### src/rtl/mult_div_unit.sv
// ---------------------------------------------------------------------------
// mult_div_unit
//
// Iterative multiply/divide engine producing the HI/LO pair for MULT, MULTU,
// DIV and DIVU. One operand bit is processed per clock. Signed operations
// run on magnitudes, and the sign is applied in a final fix-up cycle.
//
// Ports
//   clock    : rising-edge clock
//   reset    : asynchronous active-low reset, clears all state
//   start    : launch request, sampled only while idle
//   op       : 00 MULT, 01 MULTU, 10 DIV, 11 DIVU
//   a, b     : multiplicand/dividend, multiplier/divisor
//   busy     : high while an operation is in progress
//   done     : one-cycle pulse when hi/lo carry a new result
//   div_zero : divide with zero divisor; held until the next accepted start
//   hi, lo   : product upper/lower half, or remainder/quotient
// ---------------------------------------------------------------------------
module mult_div_unit #(
  parameter int WIDTH = 32
) (
  input  logic             clock,
  input  logic             reset,
  input  logic             start,
  input  logic [1:0]       op,
  input  logic [WIDTH-1:0] a,
  input  logic [WIDTH-1:0] b,
  output logic             busy,
  output logic             done,
  output logic             div_zero,
  output logic [WIDTH-1:0] hi,
  output logic [WIDTH-1:0] lo
);

  localparam int CNT_W = $clog2(WIDTH + 1);
  localparam logic [CNT_W-1:0] CNT_LOAD = CNT_W'(WIDTH);
  localparam logic [CNT_W-1:0] CNT_ONE  = CNT_W'(1);

  typedef enum logic [1:0] {
    IDLE = 2'd0,
    RUN  = 2'd1,
    FIX  = 2'd2
  } state_t;

  state_t                 state;
  logic [CNT_W-1:0]       count;
  logic                   isDiv;
  logic                   negLo;    // negate product (multiply) or quotient (divide)
  logic                   negRem;   // negate remainder (divide only)
  logic [2*WIDTH-1:0]     acc;      // multiply: {partial, multiplier}; divide: {remainder, dividend/quotient}
  logic [WIDTH-1:0]       opnd;     // multiplicand or divisor magnitude

  // Two's-complement magnitude when the operand is treated as signed.
  // |MIN| comes out as 2^(WIDTH-1), which is representable unsigned.
  function automatic logic [WIDTH-1:0] absVal(input logic signed [WIDTH-1:0] v,
                                               input logic isSigned);
    return (isSigned && v[WIDTH-1]) ? -v : v;
  endfunction

  function automatic logic [WIDTH-1:0] negHalf(input logic [WIDTH-1:0] v,
                                                input logic neg);
    return neg ? -v : v;
  endfunction

  function automatic logic [2*WIDTH-1:0] negWide(input logic [2*WIDTH-1:0] v,
                                                  input logic neg);
    return neg ? -v : v;
  endfunction

  // Request decode and operand conditioning
  logic             reqSigned;
  logic             signA;
  logic             signB;
  logic [WIDTH-1:0] magA;
  logic [WIDTH-1:0] magB;

  always_comb begin
    reqSigned = ~op[0];
    signA     = reqSigned & a[WIDTH-1];
    signB     = reqSigned & b[WIDTH-1];
    magA      = absVal(a, reqSigned);
    magB      = absVal(b, reqSigned);
  end

  // One iteration of shift-add multiply or restoring divide
  logic [WIDTH:0]       mulSum;
  logic [WIDTH:0]       divTrial;
  logic [WIDTH+1:0]     divDiff;
  logic [2*WIDTH-1:0]   accNext;

  always_comb begin
    mulSum   = {1'b0, acc[2*WIDTH-1:WIDTH]} + (acc[0] ? {1'b0, opnd} : '0);
    divTrial = {acc[2*WIDTH-1:WIDTH], acc[WIDTH-1]};
    divDiff  = {1'b0, divTrial} - {2'b00, opnd};
    accNext  = acc;
    if (isDiv) begin
      // A non-negative trial difference means the divisor fits: keep it, quotient bit 1.
      if (!divDiff[WIDTH+1]) begin
        accNext = {divDiff[WIDTH-1:0], acc[WIDTH-2:0], 1'b1};
      end else begin
        accNext = {divTrial[WIDTH-1:0], acc[WIDTH-2:0], 1'b0};
      end
    end else begin
      accNext = {mulSum, acc[WIDTH-1:1]};
    end
  end

  // Sign fix-up applied in the final cycle
  logic [2*WIDTH-1:0] fixProd;
  logic [WIDTH-1:0]   fixQuo;
  logic [WIDTH-1:0]   fixRem;

  always_comb begin
    fixProd = negWide(acc, negLo);
    fixQuo  = negHalf(acc[WIDTH-1:0], negLo);
    fixRem  = negHalf(acc[2*WIDTH-1:WIDTH], negRem);
  end

  always_ff @(posedge clock or negedge reset) begin
    if (!reset) begin
      state    <= IDLE;
      count    <= '0;
      isDiv    <= 1'b0;
      negLo    <= 1'b0;
      negRem   <= 1'b0;
      acc      <= '0;
      opnd     <= '0;
      busy     <= 1'b0;
      done     <= 1'b0;
      div_zero <= 1'b0;
      hi       <= '0;
      lo       <= '0;
    end else begin
      done <= 1'b0;
      unique case (state)
        IDLE: begin
          if (start) begin
            isDiv    <= op[1];
            busy     <= 1'b1;
            div_zero <= 1'b0;
            if (op[1] && (b == '0)) begin
              // Preload the fix-up path so it yields hi=a, lo=all ones unchanged.
              div_zero <= 1'b1;
              acc      <= {a, {WIDTH{1'b1}}};
              opnd     <= '0;
              negLo    <= 1'b0;
              negRem   <= 1'b0;
              count    <= '0;
              state    <= FIX;
            end else begin
              count <= CNT_LOAD;
              negLo <= signA ^ signB;
              state <= RUN;
              if (op[1]) begin
                acc    <= {{WIDTH{1'b0}}, magA};
                opnd   <= magB;
                negRem <= signA;
              end else begin
                acc    <= {{WIDTH{1'b0}}, magB};
                opnd   <= magA;
                negRem <= 1'b0;
              end
            end
          end
        end

        RUN: begin
          acc   <= accNext;
          count <= count - CNT_ONE;
          if (count == CNT_ONE) begin
            state <= FIX;
          end
        end

        FIX: begin
          if (isDiv) begin
            hi <= fixRem;
            lo <= fixQuo;
          end else begin
            hi <= fixProd[2*WIDTH-1:WIDTH];
            lo <= fixProd[WIDTH-1:0];
          end
          done  <= 1'b1;
          busy  <= 1'b0;
          state <= IDLE;
        end

        default: begin
          state <= IDLE;
          busy  <= 1'b0;
        end
      endcase
    end
  end

endmodule

### config.mk
export PLATFORM = sky130hd
export DESIGN_NAME = mult_div_unit
export DESIGN_NICKNAME = d
export VERILOG_FILES = /design/src/rtl/mult_div_unit.sv
export SDC_FILE = /design/constraint.sdc
export NUM_CORES = 1
export LEC_CHECK = 0
export CAP_MARGIN = 20
export CORE_UTILIZATION = 64
export DETAILED_ROUTE_END_ITERATION = 8
export PLACE_DENSITY_LB_ADDON = 0.08
export SYNTH_ARGS = -nofsm -noshare
export SYNTH_HDL_FRONTEND = slang
export SYNTH_SLANG_ARGS = --single-unit
### constraint.sdc
create_clock -name clock -period 6.18 [get_ports clock]
set_input_delay 0.927 -clock clock [delete_from_list [all_inputs] [get_ports clock]]
set_output_delay 0.927 -clock clock [all_outputs]
set_load 0.01 [all_outputs]
Yosys cells after proc, flatten, opt, wreduce, memory -nomap -nowiden --
Index checks and enable logic that the tools add are counted.
Cells by class: equal/unequal tests 5, reduce and logical (&&, ||, !) cells 10, add/subtract/negate cells 8, multiplexer cells 30, bitwise operators 5
Operator list (count):
- 32-bit two-way mux | 10
- 64-bit two-way mux | 5
- 32-bit negator | 4
- 64-bit one-hot mux with 2 select lines | 1
- 64-bit negator | 1
- 33-bit by 32-bit subtractor with 34-bit output | 1
- 32-bit by 32-bit adder with 33-bit output | 1
- 32-bit zero test | 1
- 6-bit two-way mux | 2
- 6-bit one-hot mux with 2 select lines | 1
- 2-bit AND reduction | 4
- 6-bit by 1-bit equality test with 1-bit output, second input constant | 1
- 1-bit two-way mux | 6
- 2-bit two-way mux | 3
- 6-bit by 1-bit subtractor with 6-bit output, second input constant | 1
- 2-bit != test, second input constant | 2
- 2-bit one-hot mux with 2 select lines | 1
- 1-bit logical AND | 3
- 1-bit bitwise AND | 2
- 2-bit by 1-bit equality test with 1-bit output, second input constant | 1
- 2-bit equality test, second input constant | 1
- 2-bit zero test | 1
- 1-bit NOT | 2
- 1-bit one-hot mux with 2 select lines | 1
- 2 further kinds | 2
Storage, ports and cells: output and inout port bits 67, register bits 174, logic and storage cells 70

Depth between registers and ports, before layout --
Gate-level depths: netlist of the first run.
word-level depth 7, gate-level depth with buffers 14

Worst setup path before layout of the first run --
No wires, ideal clock.
path kind input port to flip-flop, from in b[0], to reg opnd[25], stages 12, setup time 135 ps, data required time 6045 ps, path slack 2819 ps, arrival time 3227 ps, path through inv_1 -> ha_1 -> or4b_4 -> nor4_4 -> nand4_1 -> or3_1 -> buf_2 -> o21ai_1 -> buf_4 -> nor2_2 -> a32oi_1 -> o31ai_1
On the way: longest elaborated chain between the ends 4, elaborated cells between the ends (all ways) 6, classes of those cells 1 x add/sub; 3 x mux; 2 x reduce/logical
RTL lines:
- from (decl) | line 27 | input logic [WIDTH-1:0] b,
- 32-bit negator | line 57 | return (isSigned && v[WIDTH-1]) ? -v : v;
- 32-bit two-way mux | line 57
- 32-bit two-way mux | line 154 | if (op[1]) begin
- 32-bit two-way mux (*) | line 141 | if (op[1] && (b == '0)) begin
- to (signal assigned) | line 156 | opnd <= magB;
- to (signal assigned) | line 160 | opnd <= magA;
- to (decl) | line 51 | logic [WIDTH-1:0] opnd;
Every way passes the cells marked *; elsewhere a longest branch is shown, timed or not. A chain may end at the register's enable or synchronous reset.

Final worst setup path of the first run --
from in b[0], to reg acc[43]
On the way: longest elaborated chain between the ends 5
RTL lines:
- 32-bit zero test | line 141
- 1-bit logical AND | line 141
- 64-bit two-way mux | line 141
- 64-bit two-way mux | line 137 | if (start) begin
- 64-bit one-hot mux with 2 select lines | line 135 | unique case (state)
- to (signal assigned) | line 144 | acc <= {a, {WIDTH{1'b1}}};
- to (signal assigned) | line 155 | acc <= {{WIDTH{1'b0}}, magA};
- to (signal assigned) | line 159 | acc <= {{WIDTH{1'b0}}, magB};
- to (decl) | line 50 | logic [2*WIDTH-1:0] acc;
No other way between the ends. The select of a mux whose other input is x is not followed.

==> results.yml, run 1 <==
status:
  status: "completed"
worst_setup_path:
  setup.worst_path.start: "b[0]"
  crit_required_ns: 6.55
  critPathTopFamily: "simple AND/OR/NAND/NOR gates"
  crit_fanout: 17
  crit_buf_inv: 3
  r2r-start: "acc[39]"
  max_stage_delay_ns: 0.79
  crit_type: "in -> reg"
  critPathCaptureType: "flip-flop"
  crit_slowest_cell: "nor3_4"
  crit_path_cell_trace: "clkdlybuf4s50_1 -> inv_1 -> ha_1 -> or4b_4 -> nor4_4 -> nand4_1 -> or3_1 -> nor3_4 -> buf_4 -> a221oi_1 -> o21ai_0"
  crit_arrival_ns: 4.75
  worst_setup_path_start_kind: "input port"
drt:
  via_per_inst: 6.81
  first_iter_violations: 1914
  ant_nets: 0
  wl_mm: 50.4
  vias: 15176
  firstDrtPassIters: 8
  routedWlPerCell_um: 22.6
  drc: 0
power_and_ir_drop:
  pwr-share-comb_pct: 66.3
  leakagePower_nw: 7.07
  swShare_pct: 51.2
  switching_power_w: 0.00558
  peakVddDrop_uv: 454
  seq_power_share_pct: 23.1
  p_int_w: 0.00531
  p_clk_share_pct: 10.6
  power.density_nw_per_um2: 644
logic_synthesis:
  synth.cell_area_um2: 14800
  synth_top_area_cell: "dfrtp_1"
  ys_seq_elements: 174
  synth_cells: 1860
  syn_area_per_cell_um2: 7.95
  syn-num-nets: 2001
  synthFlopType: "dfrtp_1"
  synth_edf_count: 0
  synth_cell_types: 84
  yosys-top-cells-area: "dfrtp_1 29%, o21ai_0 7.1%, ha_1 5.9%"
  netlist.area_leader.share_pct: 29.4
  async_flop_share_pct: 100
  yosysSeqAreaShare_pct: 29.4
  yosysWarnings: 0
placed_design:
  place.gp.congestion: 1.03
  io_buffers: 135
  dp.final_hpwl_mm: 37.1
  place_ws_ns: 1.49
floorplan:
  num_rows: 55
  core_region_area_um2: 22600
  die_x_um: 154
  num_io_pins: 136
  die_area_um2: 23700
  start_util_pct: 65.3
  die_y_um: 154
sta:
  hold_viol: 0
  final.setup_skew_ns: 0.0139
  finalCritPeriodShare_pct: 70.8
  finalCriticalPeriod_ns: 4.38
  rsz0062_at_grt: "no"
  setup_viol: 0
  tightest_slew_ns: 1.15
  tns_ns: 0
  slew_violations: 0
  slew_headroom_pct: 23.0
  clock.fmax_mhz: 228
  fin_ws_ns: 1.80
global_route:
  grt_antenna_before_repair: 3
  grtUsageTotal_pct: 42.8
  grt_max_degree: 130
  grt_pass1_vias: 14064
  overflow: 0
  grt_first_pass_wirelength_mm: 78.2
clock_tree:
  cts.htree.levels: 4
  numCtsBuffers: 17
  cts-root-buf: "clkbuf_16"
  cts_resized: 0
  cts_setup_buffers: 0
  holdBufCountCts: 0
  clk_transition_reported_paths_ns: 0.08
  clk_latency_ns: 0.46
  clock-sinks: 174
  clock_path_buffers: 2
  cts_tree: "yes"
worst_hold_path:
  holdCritStartpoint: "hi[12]"
  min_path_type: "reg -> reg"
final_layout:
  drive_above_1_share_pct: 6.70
  fill_cells: 1689
  fin_nets: 2069
  syn_to_final_growth_pct: 14.3
run:
  maxCapViolCount: 0
cells in the mapped netlist (12+ instances only):
library cell,instances
a21o_1,33
o211ai_1,13
nand2b_1,16
inv_1,60
nor2_1,159
nor3_1,33
a21oi_1,148
or3_1,18
xor2_1,73
mux2i_1,32
nand2_1,226
dfrtp_1,174
or4_1,12
o22ai_1,24
a31oi_1,16
o31ai_1,21
o21a_1,14
a22oi_1,12
clkbuf_1,88
mux2_2,36
nor2b_1,17
nand3_1,27
a211oi_1,18
ha_1,70
o21ai_0,211
xnor2_1,99
per-stage QoR:
step	instance area (um^2)	power, W	instances	hold slack [ns]	util (%)
after floorplan	14800	0.00732	1860	0.450	-
after global placement	16200	0.00930	2192	0.460	71.7
after detailed placement	16200	0.00946	2192	0.469	71.7
after CTS	16900	0.0107	2224	0.487	74.5
after global routing	16900	0.0116	2226	0.500	74.6
final	16900	0.0109	2228	0.480	74.6
power by group through the flow:
stage	sequential (W)	clock, W	combinational [W]
finish	0.00252	0.00115	0.00722
global route	0.00257	0.00119	0.00788
global placement	0.00244	0	0.00686
floorplan	0.00224	0	0.00508
detailed placement	0.00248	0	0.00698
CTS	0.00247	0.00114	0.00706
layer usage:
metal  GRT usage, %  wire (um)  vias to the layer above
li1               -          -                     6862
met5              0          0                        -
met1           57.7      20000                     7147
met2           62.9      21600                      982
met4           28.2       3390                        0
met3           7.86       5390                      185
cells by family after synthesis:
kind of cell / synth area share [%]
AOI/OAI and AO/OA: 25.9
and+or+nand+nor: 19.0
DFF: 29.4
xor gates and xnor gates: 10.2
buffers and inverters: 4.35
adders and majority gates: 6.19
muxes: 4.91
placed cells by master, fill, tap and decap left out, drive strengths merged, types with 14 or more instances in the layout:
cell type | synthesis | layout
o22ai | 24 | 24
o31ai | 21 | 21
nor2b | 17 | 17
dfrtp | 174 | 174
nor2 | 162 | 162
inv | 61 | 65
o21ai | 221 | 221
clkbuf | 88 | 17
or3 | 19 | 19
nor4 | 14 | 14
nand3 | 27 | 27
a211oi | 19 | 19
nor3 | 35 | 35
a31oi | 16 | 16
clkdlybuf4s50 | 0 | 133
ha | 70 | 70
mux2 | 36 | 36
nand2 | 226 | 226
o21a | 14 | 14
nand2b | 17 | 17
mux2i | 32 | 32
a21oi | 148 | 148
xor2 | 73 | 73
xnor2 | 99 | 99
buf | 17 | 21
a21o | 33 | 33
or4 | 18 | 18
worst register-to-register path: stages (launching register included):
cell      delay (ns)
dfrtp_1         0.58
ha_1            0.53
a21oi_1         0.15
o211a_1         0.24
nor3_1          0.39
o2111a_1        0.40
o21ai_0         0.20
nand2_1         0.49
buf_4           0.39
mux2_2          0.39
a222oi_1        0.20
o21ai_0         0.12
path summary, 6_finish.rpt:
| kind | endpoint | slack [ns] | cells after the start |
|---|---|---|---|
| max | acc[43] | 1.80 | 11 |
| min | hi[12] | 0.48 | 2 |
| max reg2reg | acc[45] | 1.96 | 11 |
| min reg2reg | hi[12] | 0.48 | 2 |
| max in group asynchronous | isDiv | 4.36 | 2 |
| min in group asynchronous | hi[18] | 0.50 | 1 |
final cells by class:
type                       count  area [um^2]  area share (%)
antenna                        2         5.00          0.0296
clock buffer                  17          425            2.52
clock inverter                15          213            1.26
inverter                      63          236            1.40
multi-input combinational   1518         9800            58.0
sequential                   174         4360            25.8
tap                          285          357            2.11
timing repair buffer         154         1500            8.89
sequential cells by signal (all words and copies together) (netlist names):
register,count
acc,64
done,1
busy,1
negLo,1
negRem,1
count,6
hi,32
div_zero,1
opnd,32
isDiv,1
state,2
lo,32
(Power assumes the default switching activity.)
==> run 2, diff against run 1 <==
- CORE_UTILIZATION: 64 -> 60
- clock period: 6.18 -> 4.5 ns (I/O delays scaled with it)
==> run 2 against run 1 <==
Net effect: setup slack got worse by 1.2 ns; first-iteration DRC count decreased by 22%; die area grew 6.6%; hold slack worse by 0.24 ns; cell count rose by 2.8%; count of clock-buffer cells in the layout unchanged; clock skew increased by 0.0045 ns; non-clock buffer count rose by 25; sequential share of layout area fell by 0.39 points; via count shrank 2.7%; critical path depth up 1; critical path type is now reg -> reg; largest power group unchanged.
==> results.yml, run 2 (synthesis results as in run 1) <==
sta:
  final.setup_skew_ns: 0.0183
  finalCriticalPeriod_ns: 3.92
  clock.fmax_mhz: 255
  slew_headroom_pct: 33.0
  hold_ws_ns: 0.245
  tns_ns: 0
  finalCritPeriodShare_pct: 87.2
  setup_viol: 0
  slew_violations: 0
  rsz0062_at_grt: "no"
  tightest_slew_ns: 1.00
  hold_viol: 0
  fin_ws_ns: 0.576
floorplan:
  num_rows: 57
  die_x_um: 159
  die_area_um2: 25300
  die_y_um: 159
  num_io_pins: 136
  core_region_area_um2: 24200
  start_util_pct: 61.0
placed_design:
  place_ws_ns: 0.418
  io_buffers: 135
  place.gp.congestion: 0.993
  dp.final_hpwl_mm: 37.5
final_layout:
  final_common_cell: "nand2_1"
  top_register: "acc"
  drive_above_1_share_pct: 7.88
  syn_to_final_growth_pct: 16.0
  fin_nets: 2094
  final_util_pct: 70.8
  largest_reg_flops: 64
  n_antenna_cell: 0
  final_cell_mix: "225 x nand2_1, 211 x o21ai_0, 173 x dfrtp_1"
worst_setup_path:
  crit_arrival_ns: 4.25
  crit_required_ns: 4.82
  worst_setup_path_start_kind: "flip-flop"
  crit_type: "reg -> reg"
  r2r_cells: 12
  timing.rr.end: "acc[40]"
  r2r-start: "acc[35]"
  crit_fanout: 23
  critPathCaptureType: "flip-flop"
  regToRegSetupSlack_ns: 0.58
drt:
  wl_mm: 49.0
  via_per_inst: 6.45
  first_iter_violations: 1492
  vias: 14770
  drc: 0
  ant_nets: 0
  routedWlPerCell_um: 21.4
  firstDrtPassIters: 5
clock_tree:
  clock-sinks: 174
  cts_tree: "yes"
  clk_transition_reported_paths_ns: 0.08
  numCtsBuffers: 17
  cts_resized: 0
  cts.htree.levels: 4
  clk_latency_ns: 0.45
  holdBufCountCts: 0
  cts-root-buf: "clkbuf_16"
  cts_setup_buffers: 0
  clock_path_buffers: 2
global_route:
  busiest_layer: "met2"
  grt.met3_usage_pct: 6.28
  grtUsageTotal_pct: 38.7
  grt_first_pass_wirelength_mm: 76.1
  overflow: 0
  grt_antenna_before_repair: 1
  grt_pass1_vias: 13720
  use_met2_pct: 58.9
  grt_max_degree: 130
  use_met1_pct: 52.3
status:
  status: "completed"
power_and_ir_drop:
  seq_power_share_pct: 21.9
  power.density_nw_per_um2: 878
  peakVddDrop_uv: 768
  p_int_w: 0.00748
  pwr-share-comb_pct: 67.4
  leakagePower_nw: 7.21
  switching_power_w: 0.00759
  p_total_w: 0.0151
  swShare_pct: 50.4
  p_clk_share_pct: 10.6
run:
  maxCapViolCount: 0
worst_hold_path:
  min_path_type: "in -> async"
==> run 2: worst max-delay path by stage <==
stage	start	endpoint	slack [ns]	cells past startpoint
after detailed placement	b[0]	acc[23]	0.42	12
after global routing	acc[35]	acc[40]	0.43	12
final	acc[35]	acc[40]	0.58	12
after global placement	b[0]	acc[23]	0.49	12
after CTS	acc[35]	acc[40]	0.72	12
after floorplan	b[0]	opnd[25]	1.39	12
==> run 2: layer usage <==
metal	up-vias	share of wire, %
li1	6913	-
met1	7031	42
met2	686	44
met3	138	8.6
met4	2	6.0
met5	-	0.027
==> run 2: critical path, cell delays in order, from the launching register on <==
cell and delay, ns:
dfrtp_1 0.55, ha_1 0.47, or2_2 0.14, a31oi_1 0.08, buf_4 0.16, a2111oi_0 0.65, o2111a_1 0.40, o21ai_0 0.19
nand2_1 0.19, buf_12 0.21, mux2_2 0.35, a222oi_1 0.30, o21ai_0 0.11
==> run 2: per-stage QoR <==
step,instances,area [um^2]
floorplan,1860,14800
CTS,2288,17100
global route,2290,17200
finish,2290,17200
global placement,2255,16500
detailed placement,2256,16500
==> run 2: cell type report <==
type,instances,area [um^2]
tap,324,405
sequential,174,4360
timing repair buffer,179,1720
clock buffer,17,425
fill,2050,7090
clock inverter,15,218
inverter,63,236
multi-input combinational,1518,9800
==> run 2: power by group through the flow <==
stage,registers (W),logic [W],clock network (W)
finish,0.00330,0.0102,0.00160
global route,0.00340,0.0111,0.00166
CTS,0.00326,0.00996,0.00161
detailed placement,0.00329,0.00988,0
global placement,0.00325,0.00970,0
floorplan,0.00308,0.00697,0
==> run 3, diff against run 2 <==
- CAP_MARGIN: 20 -> default
- CORE_UTILIZATION: 60 -> 65
- DONT_BUFFER_PORTS: default -> 1
==> run 3 against run 2 <==
Net effect: the run now ends with DRC, hold timing left; power decreased by 4.0%; via count decreased by 0.79%; die area fell by 7.6%; critical path type unchanged; highest routed layer is now met4.
==> results.yml, run 3 (synthesis results as in run 1) <==
global_route:
  grt_pass1_vias: 13534
  grt_antenna_before_repair: 2
  overflow: 0
  grtUsageTotal_pct: 43.1
  grt_first_pass_wirelength_mm: 77.7
  grt_max_degree: 175
floorplan:
  num_io_pins: 136
  die_x_um: 153
  start_util_pct: 66.9
  die_area_um2: 23400
  die_y_um: 153
  num_rows: 54
  core_region_area_um2: 22100
status:
  violations: "DRC, hold timing"
  status: "finished, violations left"
worst_setup_path:
  crit_type: "reg -> reg"
  crit_slowest_cell: "a2111oi_0"
  r2r-start: "acc[31]"
  crit_path_frequent_cell: "o21ai_0"
  crit_required_ns: 4.78
  worst_setup_path_start_kind: "flip-flop"
  crit_fanout: 14
  setup.worst_path.start: "acc[31]"
  crit_buf_inv: 2
  critPathCaptureType: "flip-flop"
  crit_path_cell_trace: "inv_1 -> ha_1 -> nor2b_1 -> o31ai_1 -> a2111oi_0 -> o2111a_1 -> o21ai_0 -> nand2_1 -> buf_4 -> mux2_2 -> a222oi_1 -> o21ai_0"
  max_stage_delay_ns: 0.91
  critPathTopFamily: "compound AO/OA/AOI/OAI gates"
  crit_arrival_ns: 4.37
sta:
  final.setup_skew_ns: 0.0141
  fin_ws_ns: 0.408
  slew_headroom_pct: 29.5
  hold_viol: 174
  tightest_slew_ns: 1.03
  slew_violations: 0
  finalCritPeriodShare_pct: 90.9
  clock.fmax_mhz: 244
  finalCriticalPeriod_ns: 4.09
  tns_ns: 0
  hold_ws_ns: -0.0899
  setup_viol: 0
  rsz0062_at_grt: "no"
final_layout:
  fin_nets: 1942
  fill_cells: 1844
  final_cell_mix: "225 x nand2_1, 211 x o21ai_0, 173 x dfrtp_1"
  syn_to_final_growth_pct: 5.24
  multi_input_comb_area_um2: 9800
  drive_above_1_share_pct: 7.50
  top_register: "acc"
  final_util_pct: 70.4
  ff_latch_area_um2: 4360
  largest_reg_flops: 64
  final_common_cell: "nand2_1"
clock_tree:
  cts-root-buf: "clkbuf_16"
  clk_transition_reported_paths_ns: 0.08
  clk_latency_ns: 0.45
  numCtsBuffers: 17
  cts_tree: "yes"
  cts_setup_buffers: 0
  clock-sinks: 174
  cts_resized: 0
  cts.htree.levels: 4
  clock_path_buffers: 2
placed_design:
  place.gp.congestion: 1.10
  place_ws_ns: 0.580
  io_buffers: 0
  dp.final_hpwl_mm: 37.7
drt:
  first_iter_violations: 1898
  firstDrtPassIters: 8
  wl_mm: 50.4
  drc: 2
  vias: 14654
  ant_nets: 0
  via_per_inst: 6.99
  routedWlPerCell_um: 24.0
worst_hold_path:
  min_path_type: "in -> async"
power_and_ir_drop:
  power.density_nw_per_um2: 929
  leakagePower_nw: 6.59
  p_total_w: 0.0145
  peakVddDrop_uv: 622
run:
  maxCapViolCount: 0
run 3: layout make-up:
| type | instances | area share (%) |
|---|---|---|
| flip-flops and latches | 174 | 28.0 |
| clock inverters | 15 | 1.12 |
| inverters | 63 | 1.52 |
| repair buffers | 27 | 1.38 |
| multi-input cells | 1518 | 63.0 |
| diodes | 1 | 0.0161 |
| clock buffers | 17 | 2.73 |
| well taps | 280 | 2.25 |
run 3: per-stage QoR:
stage / area, um^2 / std cells
final: 15600 / 2095
after global routing: 15600 / 2094
after CTS: 15600 / 2094
after detailed placement: 15000 / 2062
after global placement: 15000 / 2062
after floorplan: 14800 / 1860
run 3: worst register-to-register path, delay by kind of cell, from the launching register on:
kind	cells	cell delay, ns
AOI/OAI and AO/OA	6	1.99
DFF	1	0.49
buffers and inverters	2	0.44
muxes	1	0.40
and+or+nand+nor	2	0.31
adders and majority gates	1	0.28
run 3: metal layers:
metal	vias to the layer above	wire (um)	track usage, %
li1	6595	-	-
met1	6834	20100	60.2
met2	1073	21000	62.9
met3	152	6480	9.38
met4	0	2820	21.7
met5	-	0	0
run 3: final timing paths:
path / slack [ns] / to / cells past startpoint
min in group clock: 0.33 / negLo / 1
worst max register to register: 0.41 / acc[45] / 12
worst min-delay path: -0.09 / done / 0
worst min register to register: 0.49 / opnd[3] / 2
worst max-delay path: 0.41 / acc[45] / 12
max in group asynchronous: 4.28 / acc[51] / 0
run 3: power by group:
part	internal (W)	total, W	switching (W)
sequential	0.00233	0.00349	0.00115
clock	0.000751	0.00154	0.000790
combinational	0.00379	0.00944	0.00565
total	0.00688	0.0145	0.00759
==> patch 1, RTL diff (flow settings as in run 2) <==
Change the parameter `WIDTH` from 32 to 16.
--- a/src/rtl/mult_div_unit.sv
+++ b/src/rtl/mult_div_unit.sv
@@ -17,7 +17,7 @@
 //   hi, lo   : product upper/lower half, or remainder/quotient
 // ---------------------------------------------------------------------------
 module mult_div_unit #(
-  parameter int WIDTH = 32
+  parameter int WIDTH = 16
 ) (
   input  logic             clock,
   input  logic             reset,
Interface: changed (resized a, b, hi and lo); port bits go from 136 to 72. The function was not compared with the original's and may differ.
==> patch 1 against run 2 <==
Non-clock buffer count down 94. Cell area down 51%. Wire length down 57%. Utilization up 1.5 points. Power down 56%. Sequential cell count down 81. Worst setup slack better by 0.16 ns. Clock skew down 0.011 ns. Clock power down 50%. Worst hold slack better by 0.20 ns. Largest power group unchanged. Synthesized area down 51%. The run now ends with design-rule violations left. Fmax up 4.2%. Largest cell class unchanged. Global-route usage down 3.9 points.
==> patch 1: results (changes against run 2) <==
* Diodes inserted at 0 (unchanged)
* Register area share after synthesis at 0.320 (+0.0255)
* Clock latency on the worst-skew pair at 0.36 ns (-0.09 ns)
* Post_cts resized at 0 (unchanged)
* Largest net degree at the start of global routing at 69 (-47%)
* Initial antenna violation count at 0 (-1)
* Worst endpoint data arrival time at 4.03 ns (-0.22 ns)
* TritonRoute pass-1 iters at 7 (+2)
* Routed len/inst at 19.3 um (-9.9%)
* CTS Buffer Depth at 2 (unchanged)
* Antenna Nets Post-Route at 0 (unchanged)
* DP HPWL at 15,500 um (-59%)
* Status: complete, but fails checks
* Max VDD drop at 0.667 mV (-13%)
* Critical path's top delay family: simple AND/OR/NAND/NOR gates
* Final Hold Slack at 0.450 ns (+0.205 ns)
* Max FFs per register at 32 (-50%)
* Vias in the first global route at 6,827 (-50%)
* Clock-pin slew on the worst setup and hold paths at 0.07 ns
* Pleak at 3.58 nW (-50%)
* Global-route wire length before repair at 34,100 um (-55%)
* Top FF cell, synth: dfrtp_1
* R2R setup slack at 0.93 ns (+0.35 ns)
* Violated checks: design-rule violations
* Asr flop ratio synth at 1.00 (unchanged)
* Final GP Congestion at 0.943 (-5.0%)
* Most frequent cells after synthesis: 102 x nand2_1, 93 x dfrtp_1, 89 x nor2_1, 88 x o21ai_0, 70 x a21oi_1
* Skew final at 0.00695 ns (-0.0114 ns)
* Iteration-0 DRC Markers at 659 (-56%)
* # DRC at 9 (+9)
* Mapped Nets at 970 (-52%)
* Fin nets at 1,021 (-51%)
* Setup Buffers After CTS at 0 (unchanged)
* Tot GR Track Use at 0.348 (-0.0390)
* Max stage delay on crit path at 0.78 ns (+0.13 ns)
* H-tree depth at 3 (-1)
* Synth Warn # at 0 (unchanged)
* Largest Register: acc
* Critical-path maximum fanout at 12 (-48%)
* Total CTS buffers at 9 (-8)
* Root Buffer: clkbuf_16
* Hold Crit Class: input port to async pin
* Vias per inst at 6.44 (-0.14%)
* Layout cell share with drive strength beyond 1 at 0.0653 (-0.0135)
* Slowest CP cell: nor4_4
* Yosys cell types at 67 (-20%)
* Fillcell total at 955 (-53%)
* Max_slew headroom at 0.348 (+0.0181)
* I/O Buffers at 71 (-47%)
* Synth top area cells: dfrtp_1 32%, ha_1 6.5%, o21ai_0 6.1%
## patch 1: changes by cell type in the layout (fill, tap and decap cells not counted), sizes merged, moves of 29 or more
| cell | delta |
|---|---|
| clkdlybuf4s50 | -63 |
| o21ai | -124 |
| xnor2 | -59 |
| inv | -29 |
| nand2 | -124 |
| ha | -32 |
| buf | -31 |
| xor2 | -34 |
| a21oi | -78 |
| nor2 | -72 |
| dfrtp | -81 |
## patch 1: kinds of logic after synthesis
logic type      share of synthesized area
flops                               0.320
xor+xnor                           0.0951
simple gates                        0.178
mux                                0.0411
buf+inv                            0.0458
compound gates                      0.249
fa+ha+maj                          0.0709
## patch 1: final cells by class
class / instances / area, sq um / share of cell area
multi-input combinational: 715 / 4620 / 0.550
sequential: 93 / 2330 / 0.277
timing repair buffer: 85 / 813 / 0.0970
clock buffer: 12 / 246 / 0.0294
tap: 143 / 179 / 0.0213
inverter: 40 / 150 / 0.0179
clock inverter: 4 / 55.1 / 0.00656
## patch 1: per-stage QoR
step / area (sq um) / setup WS, ns / cells / total power [mW]
finish: 8390 / 0.733 / 1092 / 6.63
global route: 8390 / 0.604 / 1092 / 7.18
CTS: 8390 / 0.795 / 1092 / 6.56
detailed placement: 8090 / 0.477 / 1076 / 5.74
global placement: 8090 / 0.562 / 1076 / 5.59
floorplan: 7270 / 1.54 / 893 / 4.57
## patch 1: where the power goes
part / internal (mW) / switching [mW] / total [mW]
logic: 1.83 / 2.28 / 4.11
registers: 1.21 / 0.519 / 1.73
clock network: 0.451 / 0.343 / 0.794
## patch 1: per-layer routing
| metal | routed length (um) | vias up | GRT usage |
|---|---|---|---|
| li1 | - | 3308 | - |
| met1 | 8630 | 3303 | 0.433 |
| met2 | 10000 | 352 | 0.580 |
| met3 | 1580 | 70 | 0.0621 |
| met4 | 849 | 0 | 0.180 |
| met5 | 0 | - | 0 |
## patch 1: worst register-to-register path, delay by kind of cell (launching register included)
kind	cells	cell delay, ns
AO/OA/AOI/OAI	7	1.86
adder cells (fa/ha/maj)	1	0.32
buffers and inverters	2	0.53
AND/OR/NAND/NOR	2	0.23
flip-flops	1	0.49
## patch 1: worst paths after layout
kind | start | endpoint | depth (start not counted)
worst max-delay path | b[3] | acc[28]$_DFFE_PN0P_ | 10
worst min-delay path | reset | hi[5]$_DFFE_PN0P_ | 1
worst max register to register | acc[16]$_DFFE_PN0P_ | acc[17]$_DFFE_PN0P_ | 12
worst min register to register | hi[5]$_DFFE_PN0P_ | hi[5]$_DFFE_PN0P_ | 2
max in group asynchronous | reset | acc[12]$_DFFE_PN0P_ | 2
min in group clock | hi[5]$_DFFE_PN0P_ | hi[5]$_DFFE_PN0P_ | 2
==> patch 2, RTL diff (config.mk and constraints of run 2) <==
Without the edit above. Encoding of `state_t`: now one-hot (3 bits for 3 states).
--- a/src/rtl/mult_div_unit.sv
+++ b/src/rtl/mult_div_unit.sv
@@ -36,10 +36,10 @@
   localparam logic [CNT_W-1:0] CNT_LOAD = CNT_W'(WIDTH);
   localparam logic [CNT_W-1:0] CNT_ONE  = CNT_W'(1);
 
-  typedef enum logic [1:0] {
-    IDLE = 2'd0,
-    RUN  = 2'd1,
-    FIX  = 2'd2
+  typedef enum logic [2:0] {
+    IDLE = 3'b001,
+    RUN  = 3'b010,
+    FIX  = 3'b100
   } state_t;
 
   state_t                 state;
Behaviour: same outputs for any inputs over 4 cycles, from zero or initial values and one cycle with reset low; so few cycles prove little.
==> patch 2 against run 2 <==
Wire length grew 7.0%. Sequential cell count grew 1. Utilization shrank 0.098 points. Critical endpoint is now acc[61]$_DFFE_PN0P_. Non-clock buffer count grew 6. Worst setup slack gained 0.027 ns. Cell area shrank 0.14%. Synthesized area shrank 0.11%.
Power is left out: it rests on default switching activity, and per cell area and clock period it moved more than threefold.
==> patch 2: results (changes against run 2) <==
* Mapped Nets at 2,007 (+0.30%)
* Most frequent cells after synthesis: 219 x nand2_1, 212 x o21ai_0, 174 x dfrtp_1, 159 x nor2_1, 158 x a21oi_1
* Status: finished, final reports clean
* Hold Crit Class: input port to async pin
* Worst r2r path cells at 14 (+2)
* Vias per inst at 6.71 (+4.0%)
* Asr flop ratio synth at 1.00 (unchanged)
* Fin nets at 2,101 (+0.33%)
* Max_slew headroom at 0.281 (-0.0489)
* R2R setup slack at 0.60 ns (+0.03 ns)
* Largest net degree at the start of global routing at 130 (unchanged)
* Critical path's top delay family: compound AO/OA/AOI/OAI gates
* Root Buffer: clkbuf_16
* Critical-path maximum fanout at 19 (-17%)
* Vias in the first global route at 14,100 (+2.4%)
* CTS Buffer Depth at 2 (unchanged)
* Skew final at 0.0204 ns (+0.00208 ns)
* Pre-CTS setup slack at 0.629 ns (+0.212 ns)
* Post_cts resized at 0 (unchanged)
* R2R Path Start: acc[0]$_DFFE_PN0P_
* Synth top area cells: dfrtp_1 29%, o21ai_0 7.2%, ha_1 5.9%
* Final GP Congestion at 1.06 (+6.6%)
* Slowest CP cell: fa_1
* Total CTS buffers at 17 (unchanged)
* DR WL met2 at 22,900 um (+7.0%)
* Max stage delay on crit path at 0.46 ns (-0.19 ns)
* Global-route wire length before repair at 79,800 um (+4.8%)
* Worst reg2reg endpoint: acc[61]$_DFFE_PN0P_
* Register area share after synthesis at 0.297 (+0.00210)
* Routed len/inst at 22.8 um (+6.6%)
* Fin cells at 2,299 (+0.39%)
* Iteration-0 DRC Markers at 1,913 (+28%)
* Largest Register: acc
* Layout cell share with drive strength beyond 1 at 0.0669 (-0.0119)
* DR WL met3 at 6160 um (+45%)
* Top Metal Used: met4
* Tot GR Track Use at 0.410 (+0.0228)
* WL met1 at 20,700 um (+1.5%)
* Yosys cell types at 85 (+1.2%)
* Initial antenna violation count at 1 (unchanged)
* Worst endpoint data arrival time at 4.26 ns (about the same)
* Synthesized area per cell at 7.92 sq um (-0.43%)
* TritonRoute pass-1 iters at 6 (+1)
* DP HPWL at 39,400 um (+4.9%)
-- patch 2: kinds of logic after synthesis --
kind of cell | Yosys count | synth area share
adders and majority gates | 72 | 0.0620
DFF | 175 | 0.297
xor gates and xnor gates | 172 | 0.102
buffers and inverters | 174 | 0.0451
and+or+nand+nor | 583 | 0.192
AOI/OAI and AO/OA | 638 | 0.266
muxes | 52 | 0.0364
-- patch 2: worst reg2reg max path, delay by kind of cell, from the launching register on --
family                     cells  cell delay, ns
and+or+nand+nor                1            0.13
adders and majority gates      1            0.46
DFF                            1            0.42
AOI/OAI and AO/OA              8            2.02
muxes                          1            0.23
buffers and inverters          3            0.54
-- patch 2: per-layer routing --
metal / global-route usage / vias up
met5: 0.0246 / -
met4: 0.200 / 0
met3: 0.0831 / 191
met2: 0.624 / 997
met1: 0.555 / 7258
li1: - / 6973
-- patch 2: final cells by class --
class / instances / area (sq um)
multi-input cells: 1517 / 9730
repair buffers: 185 / 1740
clock buffers: 17 / 425
clock inverters: 15 / 208
flip-flops and latches: 175 / 4380
well taps: 324 / 405
inverters: 64 / 240
diodes: 2 / 5.00
fillers: 1938 / 7110
-- patch 2: worst max-delay path by stage --
stage,from,endpoint,slack (ns),cells after the start
after floorplan,acc[0]$_DFFE_PN0P_,acc[61]$_DFFE_PN0P_,1.27,14
after global placement,b[2],acc[26]$_DFFE_PN0P_,0.75,8
after detailed placement,b[2],acc[26]$_DFFE_PN0P_,0.63,8
after CTS,acc[0]$_DFFE_PN0P_,acc[61]$_DFFE_PN0P_,0.71,14
after global routing,acc[0]$_DFFE_PN0P_,acc[61]$_DFFE_PN0P_,0.38,14
final,acc[0]$_DFFE_PN0P_,acc[61]$_DFFE_PN0P_,0.60,14
-- patch 2: stage by stage --
step / instance area (sq um) / hold slack, ns / util
6_report: 17100 / 0.270 / 0.707
5_1_grt: 17100 / 0.385 / 0.706
4_1_cts: 17100 / 0.355 / 0.705
3_5_place_dp: 16500 / 0.463 / 0.679
3_3_place_gp: 16500 / 0.456 / 0.679
2_1_floorplan: 14800 / 0.379 / -
